## src/rtl/nco_fsk_ctrl.sv

```systemverilog
// nco_fsk_ctrl
//   Continuous-phase M-ary FSK controller for the streaming NCO. Symbols are
//   accepted over a valid/ready handshake. Each symbol's phase increment is
//   looked up in a small frequency table and held for a programmable number
//   of samples. The NCO clock enable is high while symbols stream and for
//   LAT cycles afterwards, so the NCO pipeline can flush. A LAT-deep delay
//   line that advances with the NCO marks the first output sample of each
//   symbol.
//
// Ports
//   clk          system clock, rising edge
//   reset_n      asynchronous active-low reset
//   cfg_we       frequency-table write strobe
//   cfg_addr     table index to write
//   cfg_data     phase increment to store
//   sps_i        samples per symbol; sampled at accept (0 behaves as 1)
//   sym_i        symbol value (table index)
//   sym_valid    symbol present
//   sym_ready    controller can accept a symbol this cycle (combinational)
//   phi_inc_o    phase increment to the NCO
//   clken_o      clock enable to the NCO
//   sym_start_o  pulse on the first NCO output sample of each symbol
//   busy_o       high in RUN or DRAIN
module nco_fsk_ctrl #(
  parameter int APR = 32,
  parameter int BPS = 2,
  parameter int SPW = 16,
  parameter int LAT = 12   // must be >= 2
) (
  input  logic           clk,
  input  logic           reset_n,
  input  logic           cfg_we,
  input  logic [BPS-1:0] cfg_addr,
  input  logic [APR-1:0] cfg_data,
  input  logic [SPW-1:0] sps_i,
  input  logic [BPS-1:0] sym_i,
  input  logic           sym_valid,
  output logic           sym_ready,
  output logic [APR-1:0] phi_inc_o,
  output logic           clken_o,
  output logic           sym_start_o,
  output logic           busy_o
);

  localparam int NTAB = 1 << BPS;
  localparam int DW   = (LAT > 1) ? $clog2(LAT) : 1;

  typedef enum logic [1:0] {
    S_IDLE  = 2'd0,
    S_RUN   = 2'd1,
    S_DRAIN = 2'd2
  } state_t;

  state_t                   r_state;
  state_t                   w_next;

  logic [NTAB-1:0][APR-1:0] r_tab;
  logic [APR-1:0]           r_phi;
  logic [SPW-1:0]           r_sps;
  logic [SPW-1:0]           r_sample_cnt;
  logic [DW-1:0]            r_drain_cnt;
  logic                     r_clken;
  logic                     r_busy;
  logic                     r_first;
  logic [LAT-1:0]           r_dly;

  logic                     w_ready;
  logic                     w_accept;
  logic                     w_last;
  logic                     w_drain_end;
  logic [SPW-1:0]           w_sps_eff;

  assign w_sps_eff   = (sps_i == '0) ? SPW'(1) : sps_i;
  assign w_last      = (r_sample_cnt == (r_sps - SPW'(1)));
  assign w_drain_end = (r_drain_cnt == DW'(LAT - 1));
  assign w_accept    = sym_valid & w_ready;

  // State register
  always_ff @(posedge clk or negedge reset_n) begin
    if (!reset_n) r_state <= S_IDLE;
    else          r_state <= w_next;
  end

  // Next-state logic
  always_comb begin
    w_next = r_state;
    case (r_state)
      S_IDLE:  if (w_accept) w_next = S_RUN;
      S_RUN:   if (w_last)   w_next = w_accept ? S_RUN : S_DRAIN;
      S_DRAIN: begin
        if (w_accept)         w_next = S_RUN;
        else if (w_drain_end) w_next = S_IDLE;
      end
      default:                w_next = S_IDLE;
    endcase
  end

  // Output logic. Ready is combinational, so a new symbol can be taken on
  // the last sample of the current one and the next symbol follows with no gap.
  always_comb begin
    w_ready = 1'b1;
    if (r_state == S_RUN) w_ready = w_last;
  end

  assign sym_ready   = w_ready;
  assign phi_inc_o   = r_phi;
  assign clken_o     = r_clken;
  assign busy_o      = r_busy;
  assign sym_start_o = r_dly[LAT-1] & r_clken;

  // Frequency table. The accept path reads the pre-write value, so a
  // same-cycle write to the same index only affects later symbols.
  always_ff @(posedge clk or negedge reset_n) begin
    if (!reset_n)    r_tab <= '0;
    else if (cfg_we) r_tab[cfg_addr] <= cfg_data;
  end

  // Symbol datapath and counters
  always_ff @(posedge clk or negedge reset_n) begin
    if (!reset_n) begin
      r_phi        <= '0;
      r_sps        <= '0;
      r_sample_cnt <= '0;
      r_drain_cnt  <= '0;
    end else begin
      if (w_accept) begin
        r_phi        <= r_tab[sym_i];
        r_sps        <= w_sps_eff;
        r_sample_cnt <= '0;
      end else if (r_state == S_RUN) begin
        r_sample_cnt <= r_sample_cnt + SPW'(1);
      end
      // drain_cnt restarts at 0 on every entry into DRAIN
      r_drain_cnt <= (r_state == S_DRAIN) ? r_drain_cnt + DW'(1) : '0;
    end
  end

  // Enable and busy are registered from the next state so that they line up
  // with the registered phase increment.
  always_ff @(posedge clk or negedge reset_n) begin
    if (!reset_n) begin
      r_clken <= 1'b0;
      r_busy  <= 1'b0;
      r_first <= 1'b0;
    end else begin
      r_clken <= (w_next != S_IDLE);
      r_busy  <= (w_next != S_IDLE);
      r_first <= w_accept;  // high on the first RUN cycle of each symbol
    end
  end

  // Start-of-symbol delay line. It advances only with the NCO, so its
  // marks stay aligned with NCO outputs across any enable gaps.
  always_ff @(posedge clk or negedge reset_n) begin
    if (!reset_n)     r_dly <= '0;
    else if (r_clken) r_dly <= {r_dly[LAT-2:0], r_first};
  end

endmodule

```

## config.mk

```make
export PLATFORM = sky130hd
export DESIGN_NAME = nco_fsk_ctrl
export DESIGN_NICKNAME = d
export VERILOG_FILES = /design/src/rtl/nco_fsk_ctrl.sv
export SDC_FILE = /design/constraint.sdc
export NUM_CORES = 1
export LEC_CHECK = 0
export CAP_MARGIN = 20
export CELL_PAD_IN_SITES_DETAIL_PLACEMENT = 0
export CELL_PAD_IN_SITES_GLOBAL_PLACEMENT = 1
export CORE_MARGIN = 10
export CORE_UTILIZATION = 40
export DETAILED_ROUTE_END_ITERATION = 8
export GPL_TIMING_DRIVEN = 0
export PLACE_DENSITY_LB_ADDON = 0.15
export SYNTH_ARGS = -nofsm -noshare
export SYNTH_HDL_FRONTEND = slang
export SYNTH_SLANG_ARGS = --single-unit
```

## constraint.sdc

```tcl
create_clock -name clk -period 2.8 [get_ports clk]
set_clock_uncertainty 0.15 [all_clocks]
set_input_delay 0.56 -clock clk [delete_from_list [all_inputs] [get_ports clk]]
set_output_delay 0.56 -clock clk [all_outputs]
set_load 0.05 [all_outputs]
```

==> results.json <==
{
  "outcome": "finished with violations",
  "violations": "negative setup slack",
  "reg2reg_to": "phi_inc_o[5]$_DFFE_PN0P_",
  "path_cells": "or4_4 > or4_4 > a211oi_4 > nand4_4 > o31ai_4 > buf_6 > buf_8",
  "firstDrtPassIters": 5,
  "leakage_uw": 0.00538,
  "avgViaCountPerCell": 5.65,
  "rsz0062_at_grt": "true",
  "grt_start_max_net_pins": 112,
  "worstHoldStart": "r_drain_cnt[0]$_DFF_PN0_",
  "yosys-top-cells-area": "dfrtp_1 (50%), mux2_2 (15%), mux4_2 (6.8%)",
  "reg2reg_setup_slack_ns": -0.76,
  "setup_violations": 66,
  "yosysTopAreaCellShare_pct": 49.7,
  "drive_above_1_share_pct": 30.1,
  "fillCellCount": 2365,
  "ir_drop_mv": 0.363,
  "total_power_uw": 8020,
  "drv_cap": 0,
  "h-tree-depth": 1,
  "synth_warnings": 0,
  "final.setup.tns_ns": -35.01,
  "wl_um": 29100,
  "timing.rr.start": "r_sps[3]$_DFFE_PN0P_",
  "ioPinCount": 92,
  "pre_cts_ws_ns": -1.54,
  "synth_seq_cells": 212,
  "final_nets": 1090,
  "crit_arrival_ns": 3.00,
  "rows": 59,
  "drtAntennaViolNets": 0,
  "syn_area_um2": 10700,
  "mostFrequentLayoutCells": "dfrtp_1 (208), mux2_2 (140), clkdlybuf4s50_1 (87)",
  "synth_seq_area_share_pct": 49.7,
  "finalHoldViolCount": 0,
  "drc": 0,
  "drtIter0Drc": 460,
  "fin_ws_ns": -0.911,
  "vias": 7823,
  "critPathLaunchType": "register",
  "slew_viol_final": 0,
  "cp_slowest_stage_delay_ns": 0.57,
  "yosys.area.top_type": "dfrtp_1",
  "period_share_pct": 133,
  "clkSinkCount": 212,
  "gr-usage-all-layers_pct": 17.3,
  "slew_headroom_pct": 34.6,
  "critPathMaxFanout": 4,
  "worstPathRequired_ns": 2.09,
  "die_w_um": 183,
  "cts_buffers": 26,
  "wl_per_cell_um": 21.0,
  "async_reset_ff_share_pct": 100,
  "worstMarginPinSlew_ns": 0.982,
  "setup.worst_path.class": "register to primary output",
  "synth_edf_count": 0,
  "start_util_pct": 40.8,
  "final_common_cell": "dfrtp_1",
  "clk_latency_ns": 0.53,
  "regArea_um2": 5310,
  "avgSynthCellArea_um2": 12.0,
  "path_delay_family": "simple AND/OR/NAND/NOR gates",
  "diodes": 0,
  "multi_input_area_um2": 5080,
  "crit_slowest_cell": "or4_4",
  "portBuffers": 90,
  "cts_tree": "yes",
  "gp_congestion": 0.822,
  "power.density_nw_per_um2": 599,
  "dp_hpwl_um": 19500,
  "worstHoldPathType": "register to register",
  "syn_nets": 946,
  "synthToLayoutAreaGrowth_pct": 25.5,
  "cts_buffer_depth": 3,
  "clkTransAtPathRegs_ns": 0.06,
  "reg2reg_depth": 14,
  "antenna_found_initial": 0,
  "grt_remaining_overflow": 0,
  "core_area_um2": 26100,
  "max_clock_freq_mhz": 269,
  "syn-instance-count": 887,
  "min_path_cells": 1,
  "synthFlopType": "dfrtp_1",
  "grt_pass1_vias": 8244,
  "min_to": "r_drain_cnt[0]$_DFF_PN0_",
  "grt_pass1_wl_um": 47000,
  "min_period_ns": 3.71,
  "crit_top_cell": "or4_4",
  "whs_ns": 0.313,
  "die_height_um": 183,
  "dieArea_um2": 33600,
  "crit_path_end_kind": "primary output",
  "cts_root_buffer": "clkbuf_16",
  "ys_types": 57,
  "worst-path-buf-inv": 2
}
repair_timing:
item	CTS	global route
cloned	3	0
hold endpoints to repair	26	0
setup buffers	25	14
hold buffers	1	0
gates resized for setup	79	37
endpoints found under the setup margin	69	68
pin swaps	14	12
logic make-up after synthesis:
family | Yosys count | synth area share [%]
fa+ha+maj | 3 | 0.352
buf+inv | 112 | 4.42
flops | 212 | 49.7
simple gates | 214 | 11.0
mux | 172 | 21.5
compound gates | 140 | 10.1
xor+xnor | 34 | 2.79
state kept, by name, summed over array words and instances (netlist names):
name          cells
r_tab           128
r_dly            12
r_sample_cnt     16
r_state           2
r_first           1
phi_inc_o        32
r_drain_cnt       4
r_sps            16
busy_o            1
stage by stage:
stage	util [%]	cell area (µm²)	cells
5_1_grt	51.2	13400	1384
4_1_cts	51.1	13400	1386
3_3_place_gp	45.9	12000	1312
2_1_floorplan	-	10700	887
3_5_place_dp	46.0	12000	1313
6_report	51.2	13400	1384
area by class of cell:
type                            count  share of cell area [%]
Tap cell                          335                    3.13
Multi-Input combinational cell    563                    37.9
Timing Repair Buffer              119                    8.94
Sequential cell                   212                    39.7
Inverter                           39                    1.09
Buffer                             70                    3.00
Clock buffer                       38                    5.80
Clock inverter                      8                   0.411
cells in the mapped netlist (all sizes together) (2+ instances only):
cell type,count
nor3,6
o31ai,3
or4,4
buf,24
o21ai,19
a31o,2
dfrtp,212
o2111ai,35
clkbuf,49
ha,3
and3,20
a21oi,16
inv,39
and4,2
nand2,46
xnor2,24
nor2,21
mux2,140
nor4,7
nand3,25
a211oi,3
mux4,32
nand4,54
a41oi,2
nor2b,3
o22ai,2
a31oi,2
a221oi,13
nand3b,3
nand2b,3
xor2,10
o211ai,34
and2,15
worst max path at each step:
stage | from | end | slack [ns] | depth (start not counted)
3_5_place_dp | r_sps[3]$_DFFE_PN0P_ | sym_ready | -1.54 | 8
3_3_place_gp | reset_n | r_tab[124]$_DFFE_PN0P_ | -8.47 | 1
6_report | r_sps[3]$_DFFE_PN0P_ | sym_ready | -0.91 | 7
2_1_floorplan | r_sps[2]$_DFFE_PN0P_ | sym_ready | -0.31 | 7
4_1_cts | r_sps[2]$_DFFE_PN0P_ | sym_ready | -0.96 | 8
5_1_grt | r_sps[1]$_DFFE_PN0P_ | sym_ready | -0.97 | 10
layer usage:
layer	share of wire, %	routed length (µm)	vias to the layer above	GRT usage [%]
met5	0	0	-	0
met1	45	13200	3981	23.1
met3	3.9	1140	41	3.02
li1	-	-	3649	-
met4	2.2	629	0	4.56
met2	48	14100	152	28.5
power breakdown:
part	internal (µW)	switching [µW]	leakage, µW
registers	3470	225	0.00241
clock network	1910	1290	0.000417
logic	644	480	0.00255
(Power assumes the default switching activity.)
